===== src/rtl/mem_disp_reader.sv =====
// Fetches the RAM word for each new sequencer address and shows it as four
// multiplexed hex digits on a common-anode 7-segment display.
module mem_disp_reader #(
  parameter int REFRESH_DIV = 50000,
  parameter int RD_LATENCY  = 1
) (
  input  logic        clk,
  input  logic        reset,
  input  logic [7:0]  addr,
  output logic [7:0]  ram_addr,
  output logic        ram_rd,
  input  logic [15:0] ram_dout,
  output logic        busy,
  output logic [15:0] data_q,
  output logic [3:0]  an,
  output logic [6:0]  seg
);
  localparam int CW = $clog2(RD_LATENCY + 1);
  localparam int RW = $clog2(REFRESH_DIV);

  typedef enum logic [1:0] {IDLE, REQ, WAIT} state_t;

  state_t          state, state_nxt;
  logic [7:0]      addr_q;
  logic            force_fetch;
  logic [CW-1:0]   wcnt;
  logic            fetch, capture, rd_nxt, busy_nxt;
  logic [RW-1:0]   rcnt;
  logic [1:0]      idx;
  logic [3:0]      nib;

  function automatic logic [6:0] hex7(input logic [3:0] d);
    case (d)
      4'h0: hex7 = 7'b1000000;
      4'h1: hex7 = 7'b1111001;
      4'h2: hex7 = 7'b0100100;
      4'h3: hex7 = 7'b0110000;
      4'h4: hex7 = 7'b0011001;
      4'h5: hex7 = 7'b0010010;
      4'h6: hex7 = 7'b0000010;
      4'h7: hex7 = 7'b1111000;
      4'h8: hex7 = 7'b0000000;
      4'h9: hex7 = 7'b0010000;
      4'hA: hex7 = 7'b0001000;
      4'hB: hex7 = 7'b0000011;
      4'hC: hex7 = 7'b1000110;
      4'hD: hex7 = 7'b0100001;
      4'hE: hex7 = 7'b0000110;
      default: hex7 = 7'b0001110;
    endcase
  endfunction

  always_ff @(posedge clk) begin
    if (reset) state <= IDLE;
    else       state <= state_nxt;
  end

  always_comb begin
    state_nxt = state;
    case (state)
      IDLE:    if (addr != addr_q || force_fetch) state_nxt = REQ;
      REQ:     state_nxt = WAIT;
      WAIT:    if (wcnt == CW'(1)) state_nxt = IDLE;
      default: state_nxt = IDLE;
    endcase
  end

  // Outputs are registered, so their next values follow the next state.
  always_comb begin
    fetch    = (state == IDLE) && (state_nxt == REQ);
    capture  = (state == WAIT) && (wcnt == CW'(1));
    rd_nxt   = (state_nxt == REQ);
    busy_nxt = (state_nxt != IDLE);
  end

  always_ff @(posedge clk) begin
    if (reset) begin
      ram_addr    <= '0;
      ram_rd      <= 1'b0;
      busy        <= 1'b0;
      data_q      <= '0;
      addr_q      <= '0;
      force_fetch <= 1'b1;
      wcnt        <= '0;
    end else begin
      ram_rd <= rd_nxt;
      busy   <= busy_nxt;
      if (fetch) begin
        ram_addr    <= addr;
        addr_q      <= addr;
        force_fetch <= 1'b0;
      end
      if (state == REQ)       wcnt <= CW'(RD_LATENCY);
      else if (state == WAIT) wcnt <= wcnt - CW'(1);
      if (capture) data_q <= ram_dout;
    end
  end

  assign nib = data_q[idx*4 +: 4];

  // Refresh timing runs free of the fetch FSM; an/seg lag idx by one cycle.
  always_ff @(posedge clk) begin
    if (reset) begin
      rcnt <= '0;
      idx  <= '0;
      an   <= 4'b1111;
      seg  <= 7'b1111111;
    end else begin
      if (rcnt == RW'(REFRESH_DIV - 1)) begin
        rcnt <= '0;
        idx  <= idx + 2'd1;
      end else begin
        rcnt <= rcnt + RW'(1);
      end
      an  <= ~(4'b0001 << idx);
      seg <= hex7(nib);
    end
  end
endmodule

===== config.mk =====
export PLATFORM = sky130hd
export DESIGN_NAME = mem_disp_reader
export DESIGN_NICKNAME = d
export VERILOG_FILES = /design/src/rtl/mem_disp_reader.sv
export SDC_FILE = /design/constraint.sdc
export NUM_CORES = 1
export LEC_CHECK = 0
export ABC_CLOCK_PERIOD_IN_PS = 3800
export BUFFER_PORTS_ARGS = -buffer_cell sky130_fd_sc_hd__buf_2
export CELL_PAD_IN_SITES_DETAIL_PLACEMENT = 2
export CELL_PAD_IN_SITES_GLOBAL_PLACEMENT = 2
export CORE_MARGIN = 2
export CORE_UTILIZATION = 36
export CTS_BUF_LIST = sky130_fd_sc_hd__clkbuf_8
export DETAILED_ROUTE_END_ITERATION = 6
export GPL_TIMING_DRIVEN = 0
export HOLD_SLACK_MARGIN = 0.03
export PLACE_DENSITY_LB_ADDON = 0.1
export SKIP_CTS_REPAIR_TIMING = 1
export SYNTH_ARGS = -nofsm -noshare
export SYNTH_HDL_FRONTEND = slang
export SYNTH_SLANG_ARGS = --single-unit

===== constraint.sdc =====
create_clock -name clk -period 3.8 [get_ports clk]
set_input_delay 0.76 -clock clk [delete_from_list [all_inputs] [get_ports clk]]
set_output_delay 0.76 -clock clk [all_outputs]
set_load 0.05 [all_outputs]

==> impl_metrics.csv, run 1 <==
group,metric,value,unit
timing,worst_slew_pin_slew,0.5842,ns
yosys,synth_top_family_by_area,"simple AND/OR/NAND/NOR gates",
routing,vias,2376,
power_and_ir_drop,p_sw_frac,0.3142,
yosys,synth_xor_area_frac,0.07315,
timing,whs,0.4720,ns
floorplan,core_area,0.007331,mm2
power_and_ir_drop,power_leakage,1.411,nW
floorplan,die_w,91.46,um
routing,ant_nets,0,
routing,drt_pass1_iterations,4,
min_path,min_path_type,"register to register",
floorplan,fp.dieArea,0.008365,mm2
grt,grt_pass1_wl,13370,um
routing,vias_per_cell,4.889,
yosys,synthArstFlopShare,0,
routing,top_layer_used,"met4",
routing,drc,0,
cells_and_area,area_growth,22.31,%
power_and_ir_drop,p_per_area,434.4,mW/mm2
grt,grt_pass1_vias,2679,
cells_and_area,antenna_cells,0,
routing,wl,7799,um
routing,routedWlPerCell,16.05,um
worst_setup_path,cp.arrival,2.56,ns
routing,route.layer.met1.wl,3434,um
clock_tree,cts_tree,"yes",
worst_setup_path,cp-end-kind,"register",
power_and_ir_drop,combPwrFrac,0.177,
yosys,yosys_warnings,0,
place,io_buffers,62,
yosys,syn_nets,350,
clock_tree,cts_max_level,3,
yosys,synth_compound_area_frac,0.08269,
timing,setup_tns,0,ns
routing,initialDrtViolationCount,41,
cells_and_area,final_util,0.4595,
power_and_ir_drop,pwr-share-seq,0.463,
worst_setup_path,start_kind,"register",
yosys,synth.area.mux_share,0.07406,
clock_tree,clockRootBuffer,"clkbuf_8",
floorplan,io_pins,63,
power_and_ir_drop,clockPowerShare,0.360,
yosys,syn_inst,309,
flow_run,drv_cap,0,
timing,finalSetupViolCount,0,
yosys,synthSimpleGateAreaFrac,0.2294,
routing,dr_wl_met3,211,um
power_and_ir_drop,switchingPower,459.7,uW
worst_setup_path,reg2reg_setup_slack,1.46,ns
timing,finalCritPeriodShare,0.6166,
clock_tree,clk_pin_slew,0.07,ns
floorplan,num_rows,31,
clock_tree,clkLatencyLatePin,0.34,ns
run_status,outcome,"finished clean",
grt,overflow,0,
timing,drv_slew,0,
floorplan,initial_utilization,0.3757,
yosys,ys_seq_area_frac,0.4289,
yosys,yosys.area_share.adder,0.06815,
cells_and_area,drive_above_1_share,0.2274,
grt,antenna_found_initial,0,
yosys,syn_area,0.002754,mm2
timing,fin_crit,2.343,ns
worst_setup_path,path_class,"register to register",
floorplan,die_h,91.46,um
yosys,synth_edf_count,0,
cells_and_area,final_nets,423,
worst_setup_path,cp_data_required_time,4.02,ns
clock_tree,cts_buffer_depth,2,
place,gp_congestion,0.7462,
cells_and_area,mostFrequentLayoutCell,"buf_2",
timing,fmax,426.8,MHz
yosys,yosysUniqueCellTypes,38,
yosys,synth_seq_cells,59,
grt,grt_max_degree,11,
timing,rsz0062_at_grt,"no",
clock_tree,cts_buffers,9,
grt,grtUsageTotal,0.2030,
timing,max_slew_margin,0.6105,
routing,wl_met2,4020,um
timing,finalHoldViolCount,0,
place,dp_hpwl,5509,um
power_and_ir_drop,ir_drop,174.9,uV
cells_and_area,most-common-layout-cells,"64 x buf_2, 59 x dfxtp_1, 41 x nand2_1, 34 x nor2_1, 25 x nand2b_1",
clock_tree,cts.sinks,59,
power_and_ir_drop,internal_power,1.003,mW
yosys,syn_area_per_cell,8.912,um2
worst_setup_path,crit_fanout,6,
timing,skew,0.005922,ns
yosys,ys.flop_type,"dfxtp_1",
[Yosys cell counts (all sizes together) (2+ instances only)]
master	n	share of area
dfxtp	59	0.43
nand2	41	0.056
nor2	34	0.046
nand2b	25	0.057
a21oi	23	0.042
ha	15	0.068
xnor2	13	0.041
inv	11	0.015
mux2i	11	0.040
clkbuf	10	0.014
xor2	10	0.032
nand3	9	0.016
o21ai	6	0.011
buf	5	0.015
nand4	5	0.011
mux4	4	0.034
nor3	4	0.0073
a211oi	3	0.0082
a31oi	3	0.0068
and3	3	0.0068
and2	2	0.0050
nor2b	2	0.0045
nor4	2	0.0068
[per-layer routing]
layer,global-route usage,vias up
li1,-,1171
met1,0.2447,1156
met2,0.3572,37
met3,0.03402,12
met4,0.07955,0
met5,0,-
[worst max-delay path, stage by stage, from the launching register on]
cell and delay, ns:
dfxtp_1 0.38, buf_6 0.15, mux4_1 0.72, inv_1 0.17, ha_1 0.26, nor2_1 0.16
nor2_1 0.07, a221o_1 0.31
[state kept, by name, indices dropped and copies added, names as in the netlist]
register and flops:
an 4, busy 1, data_q 16, addr_q 8, idx 2, state 2
rcnt 16, wcnt 1, force_fetch 1, seg 7, ram_rd 1
[path summary, 6_finish.rpt]
check | to | start | cells after the start
setup reg to reg | seg[1]$_SDFF_PP1_ | idx[0]$_SDFFE_PP0P_ | 7
hold reg to reg | rcnt[0]$_SDFF_PP0_ | rcnt[0]$_SDFF_PP0_ | 1
hold / removal | rcnt[0]$_SDFF_PP0_ | rcnt[0]$_SDFF_PP0_ | 1
setup / recovery | seg[1]$_SDFF_PP1_ | idx[0]$_SDFFE_PP0P_ | 7
[metrics by stage]
step / cells / area (um2) / total power [mW] / setup slack, ns
5_1_grt: 486 / 3368 / 1.538 / 1.303
4_1_cts: 486 / 3368 / 1.483 / 1.458
3_3_place_gp: 470 / 3188 / 0.9407 / 1.513
3_5_place_dp: 470 / 3188 / 0.9494 / 1.474
2_1_floorplan: 309 / 2754 / 0.8764 / 1.742
6_report: 486 / 3368 / 1.463 / 1.457
[cell type report]
| class | instances | area [um2] |
|---|---|---|
| Multi-Input combinational cell | 224 | 1453 |
| Inverter | 11 | 41.29 |
| Timing Repair Buffer | 62 | 310.3 |
| Buffer | 15 | 78.83 |
| Clock inverter | 5 | 28.78 |
| Tap cell | 99 | 123.9 |
| Fill cell | 833 | 3963 |
| Clock buffer | 11 | 151.4 |
| Sequential cell | 59 | 1181 |
[logic make-up after synthesis]
family / Yosys count
buffers and inverters: 26
flip-flops: 59
AND/OR/NAND/NOR: 131
multiplexers: 15
XOR/XNOR: 23
adder cells (fa/ha/maj): 15
AO/OA/AOI/OAI: 40
[power groups by stage]
| stage | logic (mW) | clock network [mW] | registers [mW] |
|---|---|---|---|
| after global placement | 0.252 | 0 | 0.689 |
| after floorplan | 0.110 | 0 | 0.766 |
| after CTS | 0.263 | 0.542 | 0.678 |
| final | 0.258 | 0.527 | 0.678 |
| after global routing | 0.281 | 0.574 | 0.683 |
| after detailed placement | 0.258 | 0 | 0.692 |
Power figures use the tool's default switching activity.
==> run 2, diff against run 1 <==
--- a/config.mk
+++ b/config.mk
@@ -5,12 +5,12 @@
 export SDC_FILE = /design/constraint.sdc
 export NUM_CORES = 1
 export LEC_CHECK = 0
-export ABC_CLOCK_PERIOD_IN_PS = 3800
+export ABC_CLOCK_PERIOD_IN_PS = 1910
 export BUFFER_PORTS_ARGS = -buffer_cell sky130_fd_sc_hd__buf_2
 export CELL_PAD_IN_SITES_DETAIL_PLACEMENT = 2
 export CELL_PAD_IN_SITES_GLOBAL_PLACEMENT = 2
 export CORE_MARGIN = 2
-export CORE_UTILIZATION = 36
+export CORE_UTILIZATION = 30
 export CTS_BUF_LIST = sky130_fd_sc_hd__clkbuf_8
 export DETAILED_ROUTE_END_ITERATION = 6
 export GPL_TIMING_DRIVEN = 0
==> constraint.sdc (replaced) <==
create_clock -name clk -period 1.91 [get_ports clk]
set_input_delay 0.382 -clock clk [delete_from_list [all_inputs] [get_ports clk]]
set_output_delay 0.382 -clock clk [all_outputs]
set_load 0.05 [all_outputs]
==> impl_metrics.csv, run 2 (synthesis results as in run 1) <==
group,metric,value,unit
run_status,outcome,"complete, but fails checks",
run_status,violations,"setup timing",
grt,grt_max_degree,11,
worst_setup_path,rr_startpoint,"idx[0]$_SDFFE_PP0P_",
power_and_ir_drop,power_leakage,1.481,nW
routing,initialDrtViolationCount,25,
clock_tree,cts_buffer_depth,2,
cells_and_area,area_growth,28.26,%
cells_and_area,final_nets,434,
grt,grt_pass1_vias,2608,
place,io_buffers,62,
routing,drt_pass1_iterations,2,
clock_tree,cts.sinks,59,
floorplan,die_h,99.81,um
worst_setup_path,crit_path_start,"idx[0]$_SDFFE_PP0P_",
routing,vias,2415,
floorplan,initial_utilization,0.3127,
place,pre_cts_slack,-0.1460,ns
cells_and_area,top_regs,"data_q x16, rcnt x16, addr_q x8",
worst_setup_path,crit_fanout,5,
place,dp.cells,479,
timing,rsz0062_at_grt,"yes",
timing,finalHoldViolCount,0,
timing,max_slew_margin,0.6462,
clock_tree,cts_buffers,9,
clock_tree,cts_max_level,3,
worst_setup_path,cp.arrival,2.21,ns
floorplan,num_rows,34,
timing,finalCritPeriodShare,1.039,
floorplan,core_area,0.008806,mm2
cells_and_area,mostFrequentLayoutCell,"buf_2",
place,gp_congestion,0.7364,
grt,grt_pass1_wl,12580,um
worst_setup_path,path_class,"register to register",
worst_setup_path,start_kind,"register",
cells_and_area,drive_above_1_share,0.3030,
routing,ant_nets,0,
min_path,hold_start,"ram_dout[8]",
place,dp_hpwl,5354,um
worst_setup_path,cpPeakStageDelay,0.60,ns
worst_setup_path,path_delay_family,"multiplexers",
timing,skew,0.007510,ns
cells_and_area,antenna_cells,0,
grt,antenna_found_initial,0,
timing,fmax,503.9,MHz
clock_tree,clk_pin_slew,0.07,ns
worst_setup_path,cpMaxStageDelayCell,"mux4_2",
floorplan,die_w,99.81,um
min_path,min_path_type,"primary input to register",
timing,fin_crit,1.985,ns
grt,grtUsageTotal,0.1616,
worst_setup_path,cp_data_required_time,2.13,ns
floorplan,fp.dieArea,0.009962,mm2
cells_and_area,final_cells,504,
clock_tree,cts_tree,"yes",
timing,worst_slew_pin_slew,0.5266,ns
routing,wl,7541,um
worst_setup_path,cp-end-kind,"register",
routing,vias_per_cell,4.792,
power_and_ir_drop,p_per_area,817.3,mW/mm2
clock_tree,clkLatencyLatePin,0.34,ns
timing,drv_slew,0,
clock_tree,clockRootBuffer,"clkbuf_8",
flow_run,drv_cap,0,
routing,drc,0,
routing,routedWlPerCell,14.96,um
floorplan,io_pins,63,
cells_and_area,most-common-layout-cells,"63 x buf_2, 50 x dfxtp_1, 41 x nand2_1, 33 x nor2_1, 25 x nand2b_1",
worst_setup_path,crit_buf_inv,2,
timing,fin_ws,-0.07468,ns
grt,overflow,0,
timing,finalSetupViolCount,3,
cells_and_area,nFillCells,1031,
power_and_ir_drop,ir_drop,239.0,uV
worst_setup_path,worstPathCellList,"buf_6 > mux4_2 > inv_4 > ha_4 > nor2_4 > nor2_1 > a221o_1",
==> run 2: tightest hold or removal path, stage by stage <==
cell and delay [ns]:
buf_2 0.10, nand2_1 0.04, a21oi_1 0.05
==> run 2: path summary, 6_finish.rpt <==
kind	slack (ns)	depth (start not counted)	to
worst max register to register	-0.07	7	seg[1]$_SDFF_PP1_
worst min-delay path	0.27	3	data_q[8]$_SDFFE_PP0P_
worst min register to register	0.47	1	rcnt[0]$_SDFF_PP0_
worst max-delay path	-0.07	7	seg[1]$_SDFF_PP1_
==> run 2: power by group <==
group / internal [mW] / total [mW] / switching [mW]
combinational: 0.180 / 0.530 / 0.350
sequential: 1.30 / 1.35 / 0.0518
clock: 0.520 / 1.01 / 0.488
==> run 2: layer usage <==
metal | vias up | track usage | wire (um)
met4 | 0 | 0.06955 | 140
met2 | 39 | 0.2682 | 3696
met3 | 11 | 0.03760 | 235
met1 | 1174 | 0.2012 | 3469
met5 | - | 0 | 0
li1 | 1191 | - | -
==> run 2: area by class of cell <==
type / count / area (um2) / area share
Multi-Input combinational cell: 224 / 1508 / 0.4269
Buffer: 14 / 82.58 / 0.02338
Clock inverter: 3 / 15.01 / 0.004251
Sequential cell: 59 / 1192 / 0.3376
Clock buffer: 11 / 151.4 / 0.04286
Timing Repair Buffer: 74 / 404.1 / 0.1144
Tap cell: 108 / 135.1 / 0.03826
Inverter: 11 / 43.79 / 0.01240
==> run 2: per-stage QoR <==
stage | cell area, um2 | hold slack, ns | utilization | power [mW] | setup TNS [ns]
after floorplan | 2760 | 0.4295 | - | 1.744 | 0
after global placement | 3206 | 0.4480 | 0.3640 | 1.876 | -0.7400
after detailed placement | 3206 | 0.4590 | 0.3640 | 1.890 | -1.690
after CTS | 3372 | 0.2532 | 0.3829 | 2.923 | -1.926
after global routing | 3532 | 0.2590 | 0.4011 | 3.050 | -0.4956
final | 3532 | 0.2724 | 0.4011 | 2.887 | -0.1572
==> run 3, diff against run 2 <==
--- a/config.mk
+++ b/config.mk
@@ -9,7 +9,7 @@
 export BUFFER_PORTS_ARGS = -buffer_cell sky130_fd_sc_hd__buf_2
 export CELL_PAD_IN_SITES_DETAIL_PLACEMENT = 2
 export CELL_PAD_IN_SITES_GLOBAL_PLACEMENT = 2
-export CORE_MARGIN = 2
+export CORE_MARGIN = 10
 export CORE_UTILIZATION = 30
 export CTS_BUF_LIST = sky130_fd_sc_hd__clkbuf_8
 export DETAILED_ROUTE_END_ITERATION = 6
==> impl_metrics.csv, run 3 (synthesis results as in run 1) <==
group,metric,value,unit
place,dp.cells,479,
timing,finalSetupViolCount,2,
power_and_ir_drop,p_per_area,849.2,mW/mm2
floorplan,die_w,115.8,um
worst_setup_path,crit_cells,7,
worst_setup_path,crit_buf_inv,2,
run_status,outcome,"complete, but fails checks",
worst_setup_path,cp_data_required_time,2.13,ns
clock_tree,clk_pin_slew,0.07,ns
worst_setup_path,worstPathCellList,"buf_6 > mux4_2 > inv_4 > ha_4 > nor2_4 > nor2_1 > a221o_1",
routing,drt_pass1_iterations,4,
cells_and_area,nFillCells,1022,
timing,fmax,509.9,MHz
power_and_ir_drop,power_leakage,1.454,nW
timing,finalCritPeriodShare,1.027,
grt,grt_max_degree,11,
floorplan,core_area,0.008848,mm2
timing,rsz0062_at_grt,"yes",
place,pre_cts_slack,-0.1597,ns
cells_and_area,antenna_cells,0,
timing,drv_slew,0,
worst_setup_path,rr_worst_depth,7,
floorplan,fp.dieArea,0.01341,mm2
grt,grt_pass1_vias,2599,
place,gp_congestion,0.7390,
clock_tree,cts_tree,"yes",
cells_and_area,drive_above_1_share,0.2905,
routing,ant_nets,0,
worst_setup_path,rr_startpoint,"idx[0]$_SDFFE_PP0P_",
flow_run,drv_cap,0,
grt,antenna_found_initial,0,
place,dp_hpwl,6053,um
clock_tree,clockRootBuffer,"clkbuf_8",
floorplan,die_h,115.8,um
power_and_ir_drop,ir_drop,268.0,uV
floorplan,initial_utilization,0.3112,
floorplan,num_rows,34,
timing,max_slew_margin,0.5936,
worst_setup_path,cp.arrival,2.18,ns
clock_tree,cts_max_level,3,
routing,vias,2361,
worst_setup_path,crit_end,"seg[1]$_SDFF_PP1_",
cells_and_area,multi_input_area,0.001493,mm2
cells_and_area,final_cells,497,
clock_tree,cts_buffers,9,
worst_setup_path,reg2reg_setup_slack,-0.05,ns
routing,wl,8133,um
clock_tree,clkLatencyLatePin,0.34,ns
worst_setup_path,cp-end-kind,"register",
cells_and_area,most-common-layout-cells,"63 x buf_2, 50 x dfxtp_1, 41 x nand2_1, 33 x nor2_1, 25 x nand2b_1",
clock_tree,cts_buffer_depth,2,
cells_and_area,final_util,0.3921,
worst_setup_path,crit_path_start,"idx[0]$_SDFFE_PP0P_",
routing,initialDrtViolationCount,66,
power_and_ir_drop,power,2.946,mW
worst_setup_path,path_delay_family,"multiplexers",
worst_setup_path,r2r_end,"seg[1]$_SDFF_PP1_",
routing,vias_per_cell,4.751,
cells_and_area,regArea,0.001192,mm2
timing,finalHoldViolCount,0,
timing,skew,0.009803,ns
cells_and_area,mostFrequentLayoutCell,"buf_2",
timing,fin_ws,-0.05107,ns
floorplan,io_pins,63,
clock_tree,cts.sinks,59,
timing,setup_tns,-0.08279,ns
cells_and_area,area_growth,25.99,%
worst_setup_path,cpMaxStageDelayCell,"mux4_2",
worst_setup_path,crit_fanout,5,
routing,routedWlPerCell,16.36,um
routing,drc,0,
worst_setup_path,start_kind,"register",
place,io_buffers,62,
cells_and_area,top_regs,"data_q x16, rcnt x16, addr_q x8",
timing,worst_slew_pin_slew,0.6050,ns
min_path,min_path_type,"primary input to register",
timing,fin_crit,1.961,ns
worst_setup_path,cpPeakStageDelay,0.58,ns
grt,overflow,0,
cells_and_area,final_nets,426,
run_status,violations,"setup timing",
worst_setup_path,path_class,"register to register",
grt,grt_pass1_wl,13340,um
grt,grtUsageTotal,0.1247,
==> run 3: through the flow <==
stage / instance area [um2] / hold WS, ns
after detailed placement: 3206 / 0.4611
after global routing: 3470 / 0.2650
after CTS: 3385 / 0.2547
final: 3470 / 0.2637
after global placement: 3206 / 0.4459
after floorplan: 2760 / 0.4295
==> run 3: how the worst min path moves through the flow <==
| stage | startpoint | endpoint | slack [ns] | cells past startpoint |
|---|---|---|---|---|
| CTS | ram_dout[12] | data_q[12]$_SDFFE_PP0P_ | 0.25 | 3 |
| global route | ram_dout[12] | data_q[12]$_SDFFE_PP0P_ | 0.26 | 3 |
| finish | ram_dout[12] | data_q[12]$_SDFFE_PP0P_ | 0.26 | 3 |
| global placement | rcnt[0]$_SDFF_PP0_ | rcnt[0]$_SDFF_PP0_ | 0.45 | 1 |
| detailed placement | rcnt[0]$_SDFF_PP0_ | rcnt[0]$_SDFF_PP0_ | 0.46 | 1 |
| floorplan | rcnt[0]$_SDFF_PP0_ | rcnt[0]$_SDFF_PP0_ | 0.43 | 1 |
==> run 3: power by group <==
part / leakage [nW] / switching [mW] / internal, mW
combinational: 0.869 / 0.348 / 0.172
sequential: 0.486 / 0.0512 / 1.30
clock: 0.0994 / 0.517 / 0.562
total: 1.45 / 0.917 / 2.03
==> run 3: layout make-up <==
cell class | instances | area share
Sequential cell | 59 | 0.3437
Timing Repair Buffer | 68 | 0.1024
Inverter | 11 | 0.01262
Multi-Input combinational cell | 224 | 0.4302
Tap cell | 108 | 0.03895
Clock inverter | 3 | 0.003967
Clock buffer | 12 | 0.04760
Buffer | 12 | 0.02056
==> run 3: layer usage <==
metal  GRT usage  vias up  part of all wire
met4     0.05254        0             0.017
met3     0.02997       13             0.037
li1            -     1181                 -
met2      0.2055       35              0.48
met5           0        -                 0
met1      0.1523     1132              0.47
==> run 3: tightest hold or removal path, stage by stage <==
cell and delay (ns):
buf_2 0.10, nand2_1 0.05, a21oi_1 0.05
